===== config.mk =====
export PLATFORM = sky130hd
export DESIGN_NAME = cpu_clock_sequencer
export DESIGN_NICKNAME = d
export VERILOG_FILES = /design/src/rtl/cpu_clock_sequencer.sv
export SDC_FILE = /design/constraint.sdc
export NUM_CORES = 1
export LEC_CHECK = 0
export ABC_AREA = 1
export CAP_MARGIN = 20
export CORE_MARGIN = 8
export CORE_UTILIZATION = 45
export DETAILED_ROUTE_END_ITERATION = 6
export DONT_BUFFER_PORTS = 1
export GPL_TIMING_DRIVEN = 0
export SLEW_MARGIN = 15
export SYNTH_ARGS = -nofsm -noshare
export SYNTH_HDL_FRONTEND = slang
export SYNTH_SLANG_ARGS = --single-unit

===== constraint.sdc =====
create_clock -name clk -period 3.21 [get_ports clk]
set_clock_uncertainty 0.1 [all_clocks]
set_input_delay 0.321 -clock clk [delete_from_list [all_inputs] [get_ports clk]]
set_output_delay 0.321 -clock clk [all_outputs]
set_load 0.01 [all_outputs]

===== src/rtl/cpu_clock_sequencer.sv =====
// cpu_clock_sequencer: command-driven clock-enable sequencer for the MIPS core.
// Produces single-cycle cpu_en pulses at a programmable divide ratio in RUN,
// STEP (one pulse) or BURST (N pulses) mode. halt_req forces an immediate
// return to IDLE and suppresses any further pulse.
module cpu_clock_sequencer #(
  parameter int DIV_W     = 8,
  parameter int CNT_W     = 16,
  parameter int RESET_DIV = 4
) (
  input  logic             clk,
  input  logic             rst_n,
  input  logic             cmd_valid,
  output logic             cmd_ready,
  input  logic [1:0]       cmd_op,
  input  logic [DIV_W-1:0] cmd_div,
  input  logic [CNT_W-1:0] cmd_count,
  input  logic             halt_req,
  output logic             cpu_en,
  output logic             busy,
  output logic             done,
  output logic             aborted,
  output logic [31:0]      pulse_cnt
);

  localparam logic [1:0] IDLE  = 2'd0;
  localparam logic [1:0] RUN   = 2'd1;
  localparam logic [1:0] STEP  = 2'd2;
  localparam logic [1:0] BURST = 2'd3;

  localparam logic [1:0] OP_HALT  = 2'd0;
  localparam logic [1:0] OP_RUN   = 2'd1;
  localparam logic [1:0] OP_STEP  = 2'd2;

  logic [1:0]       state;
  logic [DIV_W-1:0] divR;
  logic [DIV_W-1:0] divCnt;
  logic [DIV_W-1:0] divEff;
  logic [CNT_W-1:0] stepsLeft;
  logic             accept;
  logic             phaseEnd;
  logic             finishing;

  // A divide ratio of 0 behaves like 1 so the core is never starved.
  assign divEff    = (divR == '0) ? DIV_W'(1) : divR;
  assign phaseEnd  = (divCnt == divEff - DIV_W'(1));
  assign cmd_ready = ((state == IDLE) || (state == RUN)) && !halt_req;
  assign accept    = cmd_valid && cmd_ready;
  // STEP ends the edge after its pulse; BURST ends once all steps are spent.
  assign finishing = ((state == STEP) && cpu_en) ||
                     ((state == BURST) && (stepsLeft == '0));

  // Sequencer state, phase counter and registered outputs; halt beats commands.
  always_ff @(posedge clk or negedge rst_n) begin
    if (!rst_n) begin
      state     <= IDLE;
      divR      <= DIV_W'(RESET_DIV);
      divCnt    <= '0;
      stepsLeft <= '0;
      cpu_en    <= 1'b0;
      busy      <= 1'b0;
      done      <= 1'b0;
      aborted   <= 1'b0;
      pulse_cnt <= '0;
    end else begin
      cpu_en  <= 1'b0;
      done    <= 1'b0;
      aborted <= 1'b0;
      if (halt_req) begin
        aborted <= (state == STEP) || (state == BURST);
        state   <= IDLE;
        busy    <= 1'b0;
        divCnt  <= '0;
      end else if (accept) begin
        divCnt <= '0;
        case (cmd_op)
          OP_HALT: begin
            state <= IDLE;
            busy  <= 1'b0;
          end
          OP_RUN: begin
            state <= RUN;
            busy  <= 1'b0;
            divR  <= cmd_div;
          end
          OP_STEP: begin
            state <= STEP;
            busy  <= 1'b1;
            divR  <= cmd_div;
          end
          default: begin
            divR      <= cmd_div;
            stepsLeft <= cmd_count;
            if (cmd_count == '0) begin
              state <= IDLE;
              busy  <= 1'b0;
              done  <= 1'b1;
            end else begin
              state <= BURST;
              busy  <= 1'b1;
            end
          end
        endcase
      end else if (finishing) begin
        state  <= IDLE;
        busy   <= 1'b0;
        done   <= 1'b1;
        divCnt <= '0;
      end else if (state != IDLE) begin
        if (phaseEnd) begin
          divCnt    <= '0;
          cpu_en    <= 1'b1;
          pulse_cnt <= pulse_cnt + 32'd1;
          if (state == BURST) begin
            stepsLeft <= stepsLeft - CNT_W'(1);
          end
        end else begin
          divCnt <= divCnt + DIV_W'(1);
        end
      end
    end
  end

endmodule


==> results of run 1 <==
repair_timing:
action,4_1_cts,5_1_grt
hold buffers,4,0
hold endpoints to repair,71,0
buffers inserted,0,0
cells in the mapped netlist:
cell type / instances
nor4_1: 7
nand2_1: 196
buf_6: 3
nor2_2: 17
nand3_2: 2
nand2_4: 3
nand3_1: 70
and2_0: 1
buf_2: 1
o21ai_0: 19
xor2_1: 31
nor2_1: 70
nor3_1: 15
nand2_2: 4
dfstp_2: 1
clkbuf_1: 6
o22ai_1: 3
a31oi_1: 4
ha_1: 4
nor2_4: 1
o21ai_1: 1
inv_2: 8
and2_1: 1
nor3b_1: 1
mux2_2: 1
nand4_2: 2
buf_4: 2
a21oi_1: 11
or2_1: 1
clkinv_1: 1
dfrtp_1: 68
inv_1: 63
nand4_1: 12
xnor2_1: 10
stage by stage:
stage / cells / util (%)
after floorplan: 640 / -
after global placement: 773 / 47.8
after CTS: 793 / 50.7
after global routing: 793 / 50.7
after detailed placement: 773 / 47.8
final: 793 / 50.7
layout make-up:
cell class	count	area, um^2
plain buffers	12	76.3
fillers	1011	4800
repair buffers	4	57.6
well taps	133	166
clock buffers	12	155
multi-input cells	487	2410
inverters	72	270
clock inverters	4	70.1
flip-flops and latches	69	1730
power breakdown:
part | switching, uW | leakage (uW) | internal [uW] | total [uW]
clock | 350 | 0.000116 | 478 | 828
sequential | 115 | 0.000916 | 972 | 1090
combinational | 381 | 0.00139 | 220 | 601
total | 846 | 0.00242 | 1670 | 2520
sequential cells by signal, summed over array words and instances, names as in the netlist:
| register | count |
|---|---|
| pulse_cnt | 32 |
| stepsLeft | 16 |
| divCnt | 8 |
| divR | 8 |
| aborted | 1 |
| busy | 1 |
| cpu_en | 1 |
| done | 1 |
| state | 1 |
per-layer routing:
layer / track usage (%) / wire (um)
met2: 29.8 / 5370
met5: 0 / 0
met3: 5.05 / 840
met4: 7.00 / 225
met1: 23.0 / 5260
logic make-up (layout without fill, tap and decap cells):
kind of cell	count (synthesis)	count (layout)	synth area share (%)
flip-flops	69	69	38.5
XOR/XNOR	41	41	8.01
multiplexers	1	1	0.251
AO/OA/AOI/OAI	38	38	4.44
adder cells (fa/ha/maj)	4	4	1.12
buffers and inverters	84	104	7.73
AND/OR/NAND/NOR	403	403	39.9
worst paths after layout:
kind	endpoint	slack [ns]	depth (start not counted)
setup / recovery	stepsLeft[6]	0.47	19
hold / removal	divR[3]	0.02	1
setup reg to reg	stepsLeft[6]	0.47	19
hold reg to reg	stepsLeft[4]	0.38	2
max in group asynchronous	divR[2]	2.30	2
min in group asynchronous	divR[0]	0.42	2
critical path: cells and delay by family (launching register included):
kind                       cells  cell delay [ns]
adders and majority gates      1             0.24
buffers and inverters          2             0.21
DFF                            1             0.57
and+or+nand+nor               16             1.53
==> impl_results.md, run 1 <==
* Bufs on Longest Clock Path at 2
* Rows at 36
* Peak VDD IR at 0.219 mV
* Number of library cell types mapped by synthesis at 34
* Via count at just over 4000
* CTS H-Tree Depth at 3
* Synth Cell Area at between 0.004 and 0.005 mm^2
* Final WS setup at about 0.47 ns
* Period utilisation layout at 85.5%
* Setup TNS at 0 ns
* Most area-consuming cells after synthesis: dfrtp_1 38%, nand2_1 16%, nand3_1 7.8%, xor2_1 6.1%, nor2_1 5.9%
* Dpl cell area at approximately 0.0047 mm^2
* GRT overflow at 0
* Crit path time final at 2.74 ns
* Leakage at ~0.0024 uW
* Worst hold slack at approximately 0.016 ns
* Root Driver: clkbuf_8
* Clock Latency Late Sink at about 0.35 ns
* Largest net degree at the start of global routing at 70
* Req. time, crit path at roughly 3.4 ns
* Max-slew headroom at between 60% and 70%
* Antenna cells at 0
* Fin nets at a little under 700
* Core Region at between 0.009 and 0.01 mm^2
* HPWL Detailed at between 8000 and 9000 um
* Critical path class: reg -> reg
* Status: complete, no violations
* Place WS at 0.470 ns
* Crit path cell chain: nor2_2, nand2_2, nor2_1, nor2_2, ha_1, nand2_1, nor2_1, nand2_1, nand2_1, inv_1, nor2_1, nand2_1, nor2_2, nand4_1, nand2_2, nand2_4, buf_6, nand2_1, nand2_1
* Die X at ~120 um
* Synth-to-Final Area Change at 10.0%
* Slowest stage cell on the critical path: dfstp_2
* Number of global-route vias before repair at around 4000
* Max_cap viols at 0
* RSZ-0062 raised after global routing: no
* Post-synthesis average cell area at roughly 7.0 um^2
* WL final at approximately 12000 um
* Most common cell after layout, fill and taps aside: nand2_1
* FF-to-FF Start: divR[2]
* Finished Cell Area at between 0.004 and 0.005 mm^2
* Layout cells sized above 1 at under 10%
* Seq/Total Area, Yosys at around two fifths
* Yosys top cell area share at 37.9%
* Final Hold Vio Count at 0
* Pwr Total at 2520 uW
* Syn Nets at between 600 and 700
* Hold path startpoint: cmd_div[3]
* First-pass GRT wire length at ~20000 um
* Final setup violation count at 0
* Clock-pin slew on the worst setup and hold paths at roughly 0.080 ns
* Boundary Pins at 67
* Most frequent cells in the layout: 196 x nand2_1, 70 x nor2_1, 70 x nand3_1, 68 x dfrtp_1, 63 x inv_1
* CTS tree: built
* Synthesis Warnings at 0
* Post-route ant nets at 0
* TritonCTS sink count at between 60 and 70
* Gpl congestion at just over 0.9
* Slowest cell delay on critical path at roughly 0.57 ns
* Die area at between 0.01 and 0.015 mm^2
* Most common cell on crit path: nand2_1
* Worst Setup SP: divR[2]
* Worst Path Arrival at around 2.9 ns
* Crit. End Element: flip-flop
* Worst Path Max Fanout at 10
* Initial Util at approximately 46%
* HP Class: in -> reg
* DRT Pass-1 Iters at 4
* Gate Count Post-Synth at 640
* Pwr dens at around 500 mW/mm^2
* CP Launch Type: flip-flop
* TritonCTS buffer count at 9
* Post-cts resize count at 0
* Synth area leader: dfrtp_1
* Max Freq at between 300 and 400 MHz
* Vias per cell at around 5.1
* GRT Overall Usage at between 10% and 20%
* Count of state elements after synthesis at just under 70
* Max-slew violation count at 0
* Starting DRC count in detailed routing at 169
* Die Span Y at 116 um
* Worst-margin pin slew at 0.522 ns
* DRC violations left at 0
* Antenna violations before repair at 0
* Port Buffer Count at 0
* DR WL/cell at 14.7 um
(Power assumes the default switching activity.)
==> run 2, diff against run 1 <==
HOLD_SLACK_MARGIN = 0.15   (was not set)
==> run 2 against run 1 <==
Effect of this change: clock power is essentially flat; setup slack lost 0.011 ns; count of clock-buffer cells in the layout unchanged; wire length rose by 3.6%; maximum frequency down 0.40%; register-to-register slack hardly changed; non-clock buffer count is 24 higher; die area did not move; sequential power about the same; via count rose by 2.6%.
==> impl_results.md, run 2 (same netlist as run 1, synthesis figures left out) <==
* Status: complete, no violations
* Logic pwr share at between 20% and 30%
* RSZ-0062 raised after global routing: no
* CP Launch Type: flip-flop
* Pwr dens at approximately 490 mW/mm^2
* DRT Pass-1 Iters at 4
* Initial Util at between 40 and 50%
* Seq. cell area at between 0.0015 and 0.002 mm^2
* Layout cells sized above 1 at under 10%
* Final setup violation count at 0
* Setup TNS at 0 ns
* First-pass GRT wire length at between 20000 and 25000 um
* Max-slew violation count at 0
* Max Freq at ~360 MHz
* Post-route ant nets at 0
* Crit. End Element: flip-flop
* Gpl congestion at around 0.93
* Post-CTS Setup Bufs at 0
* Finished Cell Area at approximately 0.0052 mm^2
* Starting DRC count in detailed routing at 191
* Period utilisation layout at 85.8%
* Largest regs: pulse_cnt (32), stepsLeft (16)
* Leakage at 0.00252 uW
* Setup slack, reg-to-reg at approximately 0.46 ns
* Most frequent cells in the layout: 196 x nand2_1, 70 x nor2_1, 70 x nand3_1, 68 x dfrtp_1, 63 x inv_1
* Critical R2R Capture: stepsLeft[6]
* Switching part of the total at between 30% and 40%
* Clock-pin slew on the worst setup and hold paths at around 0.080 ns
* Core Region at approximately 0.01 mm^2
* Rows at 36
* TritonCTS buffer count at 9
* R2R depth at 19
* Clock Latency Late Sink at about 0.36 ns
* Critical path class: reg -> reg
* Req. time, crit path at about 3.4 ns
* DR WL/cell at around 15 um
* GRT Overall Usage at roughly a fifth
* Internal power at ~1700 uW
* FF-to-FF Start: divR[2]
* CTS tree: built
* DRC violations left at 0
* Die Span Y at 116 um
* Fill count at 987
* Boundary Pins at 67
* Area of the multi-input gates at approximately 0.0024 mm^2
* Peak VDD IR at roughly 0.22 mV
* Via count at around 4200
* Antenna cells at 0
* Port Buffer Count at 0
* Max-slew headroom at 65.2%
* Synth-to-Final Area Change at 15.4%
* Root Driver: clkbuf_8
* Crit path time final at around 2.8 ns
* Sequential share of power at 42.8%
* Die X at around 120 um
* Vias per cell at around 5
* Worst Path Arrival at ~2.9 ns
* Clk network pwr share at between 30 and 40%
* Switching pwr at ~850 uW
* TritonCTS sink count at a little under 70
* Largest net degree at the start of global routing at 70
* Worst Setup SP: divR[2]
* Max reg flops at 32
* WL final at 12100 um
* Setup crit end: stepsLeft[6]
* HP Class: in -> reg
* HPWL Detailed at between 8000 and 9000 um
* Worst-margin pin slew at slightly above 0.5 ns
* Number of global-route vias before repair at between 4000 and 5000
* Worst Path Max Fanout at 10
* GRT overflow at 0
* Antenna violations before repair at 0
* Max_cap viols at 0
* Final Hold Vio Count at 0
* Fin nets at just over 700
* Bufs on Longest Clock Path at 2
* Most flop-heavy register: pulse_cnt
* Most common cell after layout, fill and taps aside: nand2_1
* Dpl cell area at ~0.0047 mm^2
* CTS H-Tree Depth at 3
* Die area at 0.0134 mm^2
-- run 2: cell types whose count changed in the layout (fill, tap and decap cells not counted) --
| cell | previous run | this run |
|---|---|---|
| dlygate4sd3_1 | 3 | 27 |
-- run 2: how the worst min path moves through the flow --
stage	from	to	cells after the start
CTS	cmd_count[0]	stepsLeft[0]	4
floorplan	rst_n	aborted	0
finish	cmd_count[0]	stepsLeft[0]	4
global route	cmd_count[0]	stepsLeft[0]	4
global placement	rst_n	divR[6]	0
detailed placement	rst_n	divR[6]	0
-- run 2: power groups by stage --
stage	clock network (uW)	registers, uW	logic (uW)
6_report	829	1090	625
5_1_grt	878	1100	734
4_1_cts	843	1080	628
3_5_place_dp	0	1100	577
3_3_place_gp	0	1100	567
2_1_floorplan	0	1070	477
-- run 2: layout make-up --
class                   instances  area share [%]
multi-input cells             487            46.6
flip-flops and latches         69            33.4
repair buffers                 28            5.76
inverters                      72            5.22
well taps                     133            3.22
clock buffers                  12            3.00
plain buffers                  12            1.48
clock inverters                 4            1.35
-- run 2: through the flow --
step	setup slack [ns]	total power, uW	instances	utilization [%]	hold WS (ns)
after detailed placement	0.470	1680	773	47.8	-0.0719
after CTS	0.460	2560	817	53.2	0.152
final	0.456	2540	817	53.2	0.159
after floorplan	0.821	1550	640	-	-0.0746
after global routing	0.139	2720	817	53.2	0.163
after global placement	0.502	1670	773	47.8	-0.0719
-- run 2: critical path, stage by stage, from the launching register on --
cell     delay [ns]
dfstp_2        0.57
nor2_2         0.06
nand2_2        0.09
nor2_1         0.06
nor2_2         0.12
ha_1           0.24
nand2_1        0.11
nor2_1         0.09
nand2_1        0.06
nand2_1        0.11
inv_1          0.05
nor2_1         0.09
nand2_1        0.07
nor2_2         0.13
nand4_1        0.12
nand2_2        0.19
nand2_4        0.12
buf_6          0.17
nand2_1        0.06
nand2_1        0.05
-- run 2: routing by layer --
metal  part of all wire, %  GRT usage, %  vias to the layer above
met2                    46          31.1                      107
li1                      -             -                     2116
met3                   6.8          4.90                       19
met5                     0             0                        -
met4                   2.1          7.35                        0
met1                    45          23.8                     1945
-- run 2: repair_timing --
action	CTS	global route
hold buffers	28	0
gates resized for setup	0	0
endpoints found under the hold margin	93	0
